**src/rtl/grn_pkg.sv**
```systemverilog
// Shared types for the gene-regulatory-network attractor search: rule select,
// worker FSM states and the default network width.
package grn_pkg;

    localparam int unsigned GRN_VECTOR_SIZE = 69;

    typedef enum logic [1:0] {
        RULE_RULE90,
        RULE_ROTL,
        RULE_NET
    } t_rule;

    typedef enum logic [2:0] {
        IDLE,
        LOAD,
        LAM,
        ADV,
        MU,
        DONE
    } t_wstate;

endpackage

```
**src/rtl/grn_next_state.sv**
```systemverilog
// Purely combinational Boolean network update f(x), selected at elaboration time by RULE.
module grn_next_state
    import grn_pkg::*;
#(
    parameter int unsigned VECTOR_SIZE = GRN_VECTOR_SIZE,
    parameter t_rule       RULE        = RULE_NET
) (
    input  logic [VECTOR_SIZE-1:0] i_state,
    output logic [VECTOR_SIZE-1:0] o_next
);

    logic [VECTOR_SIZE-1:0] w_r90;
    logic [VECTOR_SIZE-1:0] w_rotl;
    logic [VECTOR_SIZE-1:0] w_net;

    for (genvar i = 0; i < VECTOR_SIZE; i++) begin : g_bit
        localparam int unsigned Prev = (i + VECTOR_SIZE - 1) % VECTOR_SIZE;
        localparam int unsigned Nxt  = (i + 1) % VECTOR_SIZE;
        assign w_r90[i] = i_state[Prev] ^ i_state[Nxt];
        // Node switches on when activated by its left neighbour and not repressed by its right
        // one, and latches while its right neighbour stays active.
        assign w_net[i] = (i_state[Prev] & ~i_state[Nxt]) | (i_state[i] & i_state[Nxt]);
    end

    assign w_rotl = {i_state[VECTOR_SIZE-2:0], i_state[VECTOR_SIZE-1]};

    always_comb begin
        o_next = w_net;
        case (RULE)
            RULE_RULE90: o_next = w_r90;
            RULE_ROTL:   o_next = w_rotl;
            default:     o_next = w_net;
        endcase
    end

endmodule

```
**src/rtl/grn_attractor_worker.sv**
```systemverilog
// Finds attractor length (lambda) and transient length (mu) of the orbit starting at conf_in
// using Brent's cycle detection, with a watchdog on the number of iteration cycles.
module grn_attractor_worker
    import grn_pkg::*;
#(
    parameter int unsigned VECTOR_SIZE = GRN_VECTOR_SIZE,
    parameter t_rule       RULE        = RULE_NET,
    parameter int unsigned MAX_STEPS   = 2**20
) (
    input  logic                   clk,
    input  logic                   rst,
    input  logic                   start_in,
    input  logic                   done_in,
    input  logic [VECTOR_SIZE-1:0] conf_in,
    output logic [VECTOR_SIZE-1:0] conf_out,
    output logic [31:0]            length_out,
    output logic [31:0]            transient_out,
    output logic                   done_out,
    output logic                   busy_out,
    output logic                   timeout_out
);

    t_wstate                r_state;
    logic [VECTOR_SIZE-1:0] r_x0;
    logic [VECTOR_SIZE-1:0] r_tort;
    logic [VECTOR_SIZE-1:0] r_hare;
    logic [31:0]            r_power;
    logic [31:0]            r_lam;
    logic [31:0]            r_mu;
    logic [31:0]            r_adv_cnt;
    logic [31:0]            r_steps;

    logic [VECTOR_SIZE-1:0] w_a_in;
    logic [VECTOR_SIZE-1:0] w_next_a;
    logic [VECTOR_SIZE-1:0] w_next_b;
    logic                   w_accept;
    logic                   w_iter;

    // Instance A serves f(x0) in LOAD and f(tort) in MU; instance B always advances hare.
    assign w_a_in   = (r_state == LOAD) ? r_x0 : r_tort;
    assign w_accept = start_in && ((r_state == IDLE) || (r_state == DONE));
    assign w_iter   = (r_state == LAM) || (r_state == ADV) || (r_state == MU);

    grn_next_state #(
        .VECTOR_SIZE (VECTOR_SIZE),
        .RULE        (RULE)
    ) u_next_a (
        .i_state (w_a_in),
        .o_next  (w_next_a)
    );

    grn_next_state #(
        .VECTOR_SIZE (VECTOR_SIZE),
        .RULE        (RULE)
    ) u_next_b (
        .i_state (r_hare),
        .o_next  (w_next_b)
    );

    always_ff @(posedge clk or posedge rst) begin
        if (rst) begin
            r_state       <= IDLE;
            r_x0          <= '0;
            r_tort        <= '0;
            r_hare        <= '0;
            r_power       <= '0;
            r_lam         <= '0;
            r_mu          <= '0;
            r_adv_cnt     <= '0;
            r_steps       <= '0;
            conf_out      <= '0;
            length_out    <= '0;
            transient_out <= '0;
            done_out      <= 1'b0;
            busy_out      <= 1'b0;
            timeout_out   <= 1'b0;
        end else if (w_accept) begin
            r_x0        <= conf_in;
            conf_out    <= conf_in;
            r_steps     <= '0;
            done_out    <= 1'b0;
            timeout_out <= 1'b0;
            busy_out    <= 1'b1;
            r_state     <= LOAD;
        end else if (w_iter && (r_steps == MAX_STEPS)) begin
            length_out    <= '0;
            transient_out <= '0;
            timeout_out   <= 1'b1;
            done_out      <= 1'b1;
            busy_out      <= 1'b0;
            r_state       <= DONE;
        end else begin
            if (w_iter) begin
                r_steps <= r_steps + 32'd1;
            end
            case (r_state)
                LOAD: begin
                    r_tort  <= r_x0;
                    r_hare  <= w_next_a;
                    r_power <= 32'd1;
                    r_lam   <= 32'd1;
                    r_state <= LAM;
                end
                LAM: begin
                    if (r_tort == r_hare) begin
                        r_tort    <= r_x0;
                        r_hare    <= r_x0;
                        r_adv_cnt <= r_lam;
                        r_state   <= ADV;
                    end else if (r_power == r_lam) begin
                        r_tort  <= r_hare;
                        r_power <= r_power << 1;
                        r_lam   <= 32'd1;
                        r_hare  <= w_next_b;
                    end else begin
                        r_lam  <= r_lam + 32'd1;
                        r_hare <= w_next_b;
                    end
                end
                ADV: begin
                    if (r_adv_cnt == 32'd0) begin
                        r_mu    <= '0;
                        r_state <= MU;
                    end else begin
                        r_hare    <= w_next_b;
                        r_adv_cnt <= r_adv_cnt - 32'd1;
                    end
                end
                MU: begin
                    if (r_tort == r_hare) begin
                        length_out    <= r_lam;
                        transient_out <= r_mu;
                        done_out      <= 1'b1;
                        busy_out      <= 1'b0;
                        r_state       <= DONE;
                    end else begin
                        r_tort <= w_next_a;
                        r_hare <= w_next_b;
                        r_mu   <= r_mu + 32'd1;
                    end
                end
                DONE: begin
                    if (done_in) begin
                        done_out <= 1'b0;
                        r_state  <= IDLE;
                    end
                end
                default: r_state <= r_state;
            endcase
        end
    end

endmodule

```
**config.mk**
```make
export PLATFORM = sky130hd
export DESIGN_NAME = grn_attractor_worker
export DESIGN_NICKNAME = d
export VERILOG_FILES = /design/src/rtl/grn_pkg.sv /design/src/rtl/grn_next_state.sv /design/src/rtl/grn_attractor_worker.sv
export SDC_FILE = /design/constraint.sdc
export NUM_CORES = 1
export LEC_CHECK = 0
export CORE_ASPECT_RATIO = 0.6
export CORE_MARGIN = 5
export CORE_UTILIZATION = 40
export DETAILED_ROUTE_END_ITERATION = 12
export GPL_TIMING_DRIVEN = 0
export HOLD_SLACK_MARGIN = 0.1
export PLACE_DENSITY = 0.62
export SLEW_MARGIN = 25
export SYNTH_ARGS = -nofsm -noshare
export SYNTH_HDL_FRONTEND = slang
export SYNTH_HIERARCHICAL = 1
export SYNTH_SLANG_ARGS = --single-unit
```
**constraint.sdc**
```tcl
create_clock -name clk -period 50 [get_ports clk]
set_input_delay 15 -clock clk [delete_from_list [all_inputs] [get_ports clk]]
set_output_delay 15 -clock clk [all_outputs]
set_load 0.02 [all_outputs]
```
==> results of run 1 <==
-- worst min-delay path by stage --
stage,cells past startpoint,to,slack [ns],startpoint
after floorplan,2,r_adv_cnt[15],0.46,r_adv_cnt[15]
after global placement,1,busy_out,0.47,busy_out
after detailed placement,1,busy_out,0.49,busy_out
after CTS,1,busy_out,0.50,busy_out
after global routing,1,busy_out,0.51,busy_out
final,1,transient_out[31],0.51,transient_out[31]
-- layer usage --
| metal | routed length (µm) | part of all wire, % |
|---|---|---|
| met1 | 37930 | 46 |
| met3 | 10340 | 12 |
| met4 | 1993 | 2.4 |
| met5 | 0 | 0 |
| met2 | 32580 | 39 |
-- cell usage in the layout (no fill, tap or decap), types with 12 or more instances in the layout --
| master | instances |
|---|---|
| clkdlybuf4s50_1 | 208 |
| nor3_1 | 27 |
| o21ai_0 | 148 |
| a221o_1 | 69 |
| and2_1 | 62 |
| or3_1 | 31 |
| and3_1 | 22 |
| inv_1 | 21 |
| xnor2_1 | 77 |
| clkbuf_1 | 174 |
| xor2_1 | 47 |
| a22o_1 | 64 |
| mux2_2 | 129 |
| nand2_1 | 360 |
| nor2_1 | 158 |
| clkbuf_16 | 45 |
| nor4_1 | 31 |
| a222oi_1 | 69 |
| o31ai_1 | 38 |
| nand4_1 | 45 |
| dfrtp_1 | 437 |
| clkinv_2 | 12 |
| nand3_1 | 38 |
| or4_1 | 25 |
| a21oi_1 | 153 |
| mux2_1 | 138 |
-- area by class of cell --
cell class	instances	share of cell area (%)
multi-input cells	1856	43.23
flip-flops and latches	437	37.60
repair buffers	214	7.657
clock buffers	60	4.306
well taps	828	3.562
plain buffers	186	2.486
clock inverters	21	0.8388
inverters	23	0.3226
-- state kept, by name (all words and copies together) (netlist names) --
name	count
busy_out	1
done_out	1
length_out	32
r_adv_cnt	32
r_hare	69
r_lam	32
r_mu	32
r_power	32
r_state	3
r_steps	32
r_tort	69
r_x0	69
timeout_out	1
transient_out	32
-- report_power, final --
group,internal [W],switching (W)
registers,0.000462,0.000160
clock network,0.000202,0.000150
logic,0.000394,0.000485
-- cells by family after synthesis --
group | count (synthesis) | synth area share, %
DFF | 437 | 45.03
muxes | 279 | 13.08
xor gates and xnor gates | 124 | 4.472
and+or+nand+nor | 840 | 16.32
adders and majority gates | 6 | 0.3091
buffers and inverters | 209 | 3.333
AOI/OAI and AO/OA | 607 | 17.46
-- per-stage QoR --
stage	util [%]	power, W	setup slack (ns)
floorplan	-	0.001168	22.83
global placement	45.28	0.001452	17.15
detailed placement	45.58	0.001475	31.40
CTS	48.05	0.001833	32.02
global route	48.06	0.001953	31.87
finish	48.06	0.001853	32.05
==> flow_metrics.tcl, run 1 <==
set metrics [dict create \
    outcome "complete, no violations" \
    via_per_inst 6.095 \
    start_util_pct 40.13 \
    final_cells 3625 \
    fp.dieArea_mm2 0.06590 \
    fp.dieH_um 200.9 \
    worst_ep_required_time_ns 50.46 \
    critPathMaxFanout 10 \
    synth_edf_count 0 \
    rr_worst_depth 9 \
    fin_hold_ws_ns 0.5056 \
    netlist_area_mm2 0.02429 \
    seq_area_mm2 0.01094 \
    slowest_stage "nor2_1" \
    fin_crit_sh_pct 35.91 \
    fin_worst_skew_ns 0.02679 \
    syn_to_final_growth_pct 19.77 \
    postSynthAreaPerCell_um2 9.707 \
    port_buffers 208 \
    path_depth 7 \
    worst-r2r-setup-slack_ns 44.69 \
    cts.path.max_buffers 3 \
    ys_ff_latch 437 \
    diodes 0 \
    grt_max_degree 92 \
    antenna_found_initial 1 \
    cts_made_buffers 44 \
    clk_latency_ns 0.60 \
    synth_area_leader_cell "dfrtp_1" \
    slew_headroom_pct 26.27 \
    wl_um 82840 \
    busiest_layer "met1" \
    hold_class "reg2reg" \
    period_minus_slack_ns 17.95 \
    grt_pass1_vias 20870 \
    cts-root-buf "clkbuf_16" \
    ys_warn_count 6 \
    synth_common_cells "437 x dfrtp_1, 360 x nand2_1, 166 x clkbuf_1, 159 x nor2_1, 153 x a21oi_1" \
    ir_drop_v 0.00003365 \
    async_flop_share_pct 100.0 \
    multi_input_area_mm2 0.01257 \
    synth_cells 2502 \
    cp-endpoint "r_steps[23]" \
    end_kind "register" \
    dp_cells 3544 \
    synth_nets 2581 \
    cpPeakStageDelay_ns 0.82 \
    cts_tree "done" \
    dr.first_iter.drc_count 3078 \
    die_width_um 328.1 \
    grtUsageMet2_pct 31.99 \
    cp-start-kind "input port" \
    ctsResizeCount 0 \
    drive_gt1_share_pct 8.724 \
    htreeDepth 2 \
    vias 22090 \
    reg2reg_from "r_hare[13]" \
    use_met3_pct 7.719 \
    p_leak_nw 12.17 \
    clk_pin_slew_ns 0.06 \
    setup_viol 0 \
    gp_congestion 0.9382 \
    crit_chain "clkdlybuf4s50_1, nand2b_1, nor2_1, clkbuf_1, clkbuf_1, clkbuf_1, nor2_1" \
    yosysUniqueCellTypes 56 \
    hold_buffers 0 \
    path_buf_inv 4 \
    powerDensity_mw_per_mm2 63.71 \
    ys_seq_area_share_pct 45.03 \
    track_usage_pct 24.36 \
    fmax_ghz 0.05570 \
    synthTopCellsByArea "dfrtp_1 45%, mux2_1 6.4%, mux2_2 6.0%" \
    finalNetCount 2841 \
    grt_pass1_wl_um 127600 \
    rsz0062_at_grt "no" \
    post_cts_buffers 0 \
    dr.pass1.iters 10 \
    fin_setup_tns_ns 0 \
    fill_cells 5604 \
    core.rowCount 70 \
    finalHoldViolCount 0 \
    arrival_ns 18.41 \
    placed_cell_area_mm2 0.02759 \
    critPathLaunch "start_in" \
    maxCapViolations 0 \
    synth_top_area_share_pct 45.03 \
    crit_family "buffers and inverters" \
    final_area_mm2 0.02909 \
    drc_errors 0 \
    maxSlewViolCount 0 \
    ant_nets 0 \
    core-area_mm2 0.06052 \
    clock-sinks 437 \
    synthMostInstantiatedCell "dfrtp_1" \
    path_class "in2reg" \
    dp_hpwl_um 60300 \
    met1_usage_pct 38.05 \
    cpMostUsedCell "clkbuf_1" \
    tightest_slew_ns 1.096 \
    r2r_end "r_hare[15]" \
    wl_per_cell_um 22.85 \
    synth_flop_cell "dfrtp_1" \
    io_pins 209 \
    overflow 0 \
]
Power figures use the tool's default switching activity.
==> run 2: changes to the inputs <==
==> constraint.sdc (replaced) <==
create_clock -name clk -period 17 [get_ports clk]
set_input_delay 5.1 -clock clk [delete_from_list [all_inputs] [get_ports clk]]
set_output_delay 5.1 -clock clk [all_outputs]
set_load 0.02 [all_outputs]
==> run 2 against run 1 <==
Sequential power grew to 2.9 times the previous value. Total power grew to 3.0 times the previous value. Non-clock buffer count grew 11. Cell area grew 1.1%. Die area is the same.
==> flow_metrics.tcl, run 2 (synthesized netlist as in run 1, its figures left out) <==
set metrics [dict create \
    diodes 0 \
    finalNetCount 2853 \
    hold_buffers 0 \
    cts-root-buf "clkbuf_16" \
    setup_viol 0 \
    cts_tree "done" \
    vias 22220 \
    worst-r2r-setup-slack_ns 11.52 \
    path_buf_inv 4 \
    fp.dieH_um 200.9 \
    worst_ep_required_time_ns 17.43 \
    hold_class "reg2reg" \
    tightest_slew_ns 1.096 \
    clk_latency_ns 0.61 \
    cpMostUsedCell "clkbuf_1" \
    r2r_end "r_hare[25]" \
    fin_worst_skew_ns 0.02649 \
    maxSlewViolCount 0 \
    cp-endpoint "r_hare[56]" \
    critPathLaunch "start_in" \
    die_width_um 328.1 \
    htreeDepth 2 \
    cts.path.max_buffers 3 \
    dr.pass1.iters 10 \
    antenna_found_initial 0 \
    clk_pin_slew_ns 0.06 \
    path_depth 9 \
    reg.largest.list "r_hare x69, r_tort x69, r_x0 x69" \
    drive_gt1_share_pct 9.253 \
    wl_um 83750 \
    gp_congestion 0.9381 \
    cpPeakStageDelay_ns 0.61 \
    core-area_mm2 0.06052 \
    crit_chain "clkdlybuf4s50_1, nand2b_1, o32ai_1, clkbuf_1, or3_1, a31oi_1, clkbuf_1, clkbuf_1, a21oi_1" \
    arrival_ns 8.36 \
    drc_errors 0 \
    p_leak_nw 12.30 \
    fin_hold_ws_ns 0.4899 \
    io_pins 209 \
    busiest_layer "met1" \
    end_kind "register" \
    via_per_inst 6.108 \
    syn_to_final_growth_pct 21.08 \
    grt_pass1_wl_um 129600 \
    cts_made_buffers 45 \
    fmax_ghz 0.1260 \
    dp_hpwl_um 60970 \
    layout_common_cells "437 x dfrtp_1, 360 x nand2_1, 208 x clkdlybuf4s50_1" \
    dr.first_iter.drc_count 3469 \
    reg2reg_from "r_hare[13]" \
    fp.dieArea_mm2 0.06590 \
    final_common_cell "dfrtp_1" \
    rsz0062_at_grt "no" \
    post_cts_buffers 0 \
    overflow 0 \
    grt_pass1_vias 21210 \
    placed_cell_area_mm2 0.02779 \
    slew_headroom_pct 26.46 \
    ir_drop_v 0.00008894 \
    final_cells 3638 \
    track_usage_pct 24.77 \
    grtUsageMet2_pct 33.09 \
    path_class "in2reg" \
    finalHoldViolCount 0 \
    fin_setup_tns_ns 0 \
    met1_usage_pct 38.73 \
    slowest_stage "clkbuf_1" \
    wl_per_cell_um 23.02 \
    ant_nets 0 \
    core.rowCount 70 \
    clock-sinks 437 \
    dp_cells 3555 \
    final_area_mm2 0.02941 \
    cp-start-kind "input port" \
    crit_family "buffers and inverters" \
    powerDensity_mw_per_mm2 187.7 \
    period_minus_slack_ns 7.934 \
    port_buffers 208 \
    fin_util_pct 48.59 \
    fin_crit_sh_pct 46.67 \
    critPathMaxFanout 10 \
    start_util_pct 40.13 \
    use_met3_pct 6.811 \
    ctsResizeCount 0 \
    grt_max_degree 32 \
    outcome "complete, no violations" \
    maxCapViolations 0 \
    rr_worst_depth 9 \
]
run 2: changes by cell type in the layout (fill, tap and decap cells not counted), moves of 2 or more:
cell,before,now
buf_12,0,13
clkbuf_8,7,11
clkinv_2,12,8
clkbuf_1,174,171
clkinvlp_4,1,4
buf_16,5,3
clkbuf_16,45,47
run 2: final cells by class:
cell class | count | area [µm²]
Multi-Input combinational cell | 1856 | 12570
Sequential cell | 437 | 10940
Clock inverter | 20 | 269.0
Timing Repair Buffer | 225 | 2432
Tap cell | 828 | 1036
Clock buffer | 63 | 1346
Fill cell | 5548 | 31110
Buffer | 186 | 723.2
Inverter | 23 | 90.09
run 2: worst min-delay path by stage:
stage / from / end / slack, ns / cells past startpoint
2_1_floorplan: r_adv_cnt[15] / r_adv_cnt[15] / 0.46 / 2
3_3_place_gp: busy_out / busy_out / 0.47 / 1
3_5_place_dp: busy_out / busy_out / 0.47 / 1
4_1_cts: busy_out / busy_out / 0.49 / 1
5_1_grt: busy_out / busy_out / 0.50 / 1
6_report: busy_out / busy_out / 0.49 / 1
run 2: through the flow:
step | total power, W | worst slack [ns]
2_1_floorplan | 0.003435 | 5.997
3_3_place_gp | 0.004269 | 2.862
3_5_place_dp | 0.004345 | 8.592
4_1_cts | 0.005462 | 9.212
5_1_grt | 0.005815 | 8.916
6_report | 0.005518 | 9.066
run 2: where the power goes:
group / total [W] / leakage, nW / switching [W] / internal, W
registers: 0.00183 / 5.66 / 0.000472 / 0.00136
logic: 0.00259 / 5.85 / 0.00143 / 0.00116
clock network: 0.00110 / 0.794 / 0.000450 / 0.000646
run 2: per-layer routing:
metal  vias to the layer above  part of all wire, %
met1                     11050                   46
met2                      1245                   40
met4                         0                  2.5
met5                         -                    0
met3                       146                   12
li1                       9776                    -
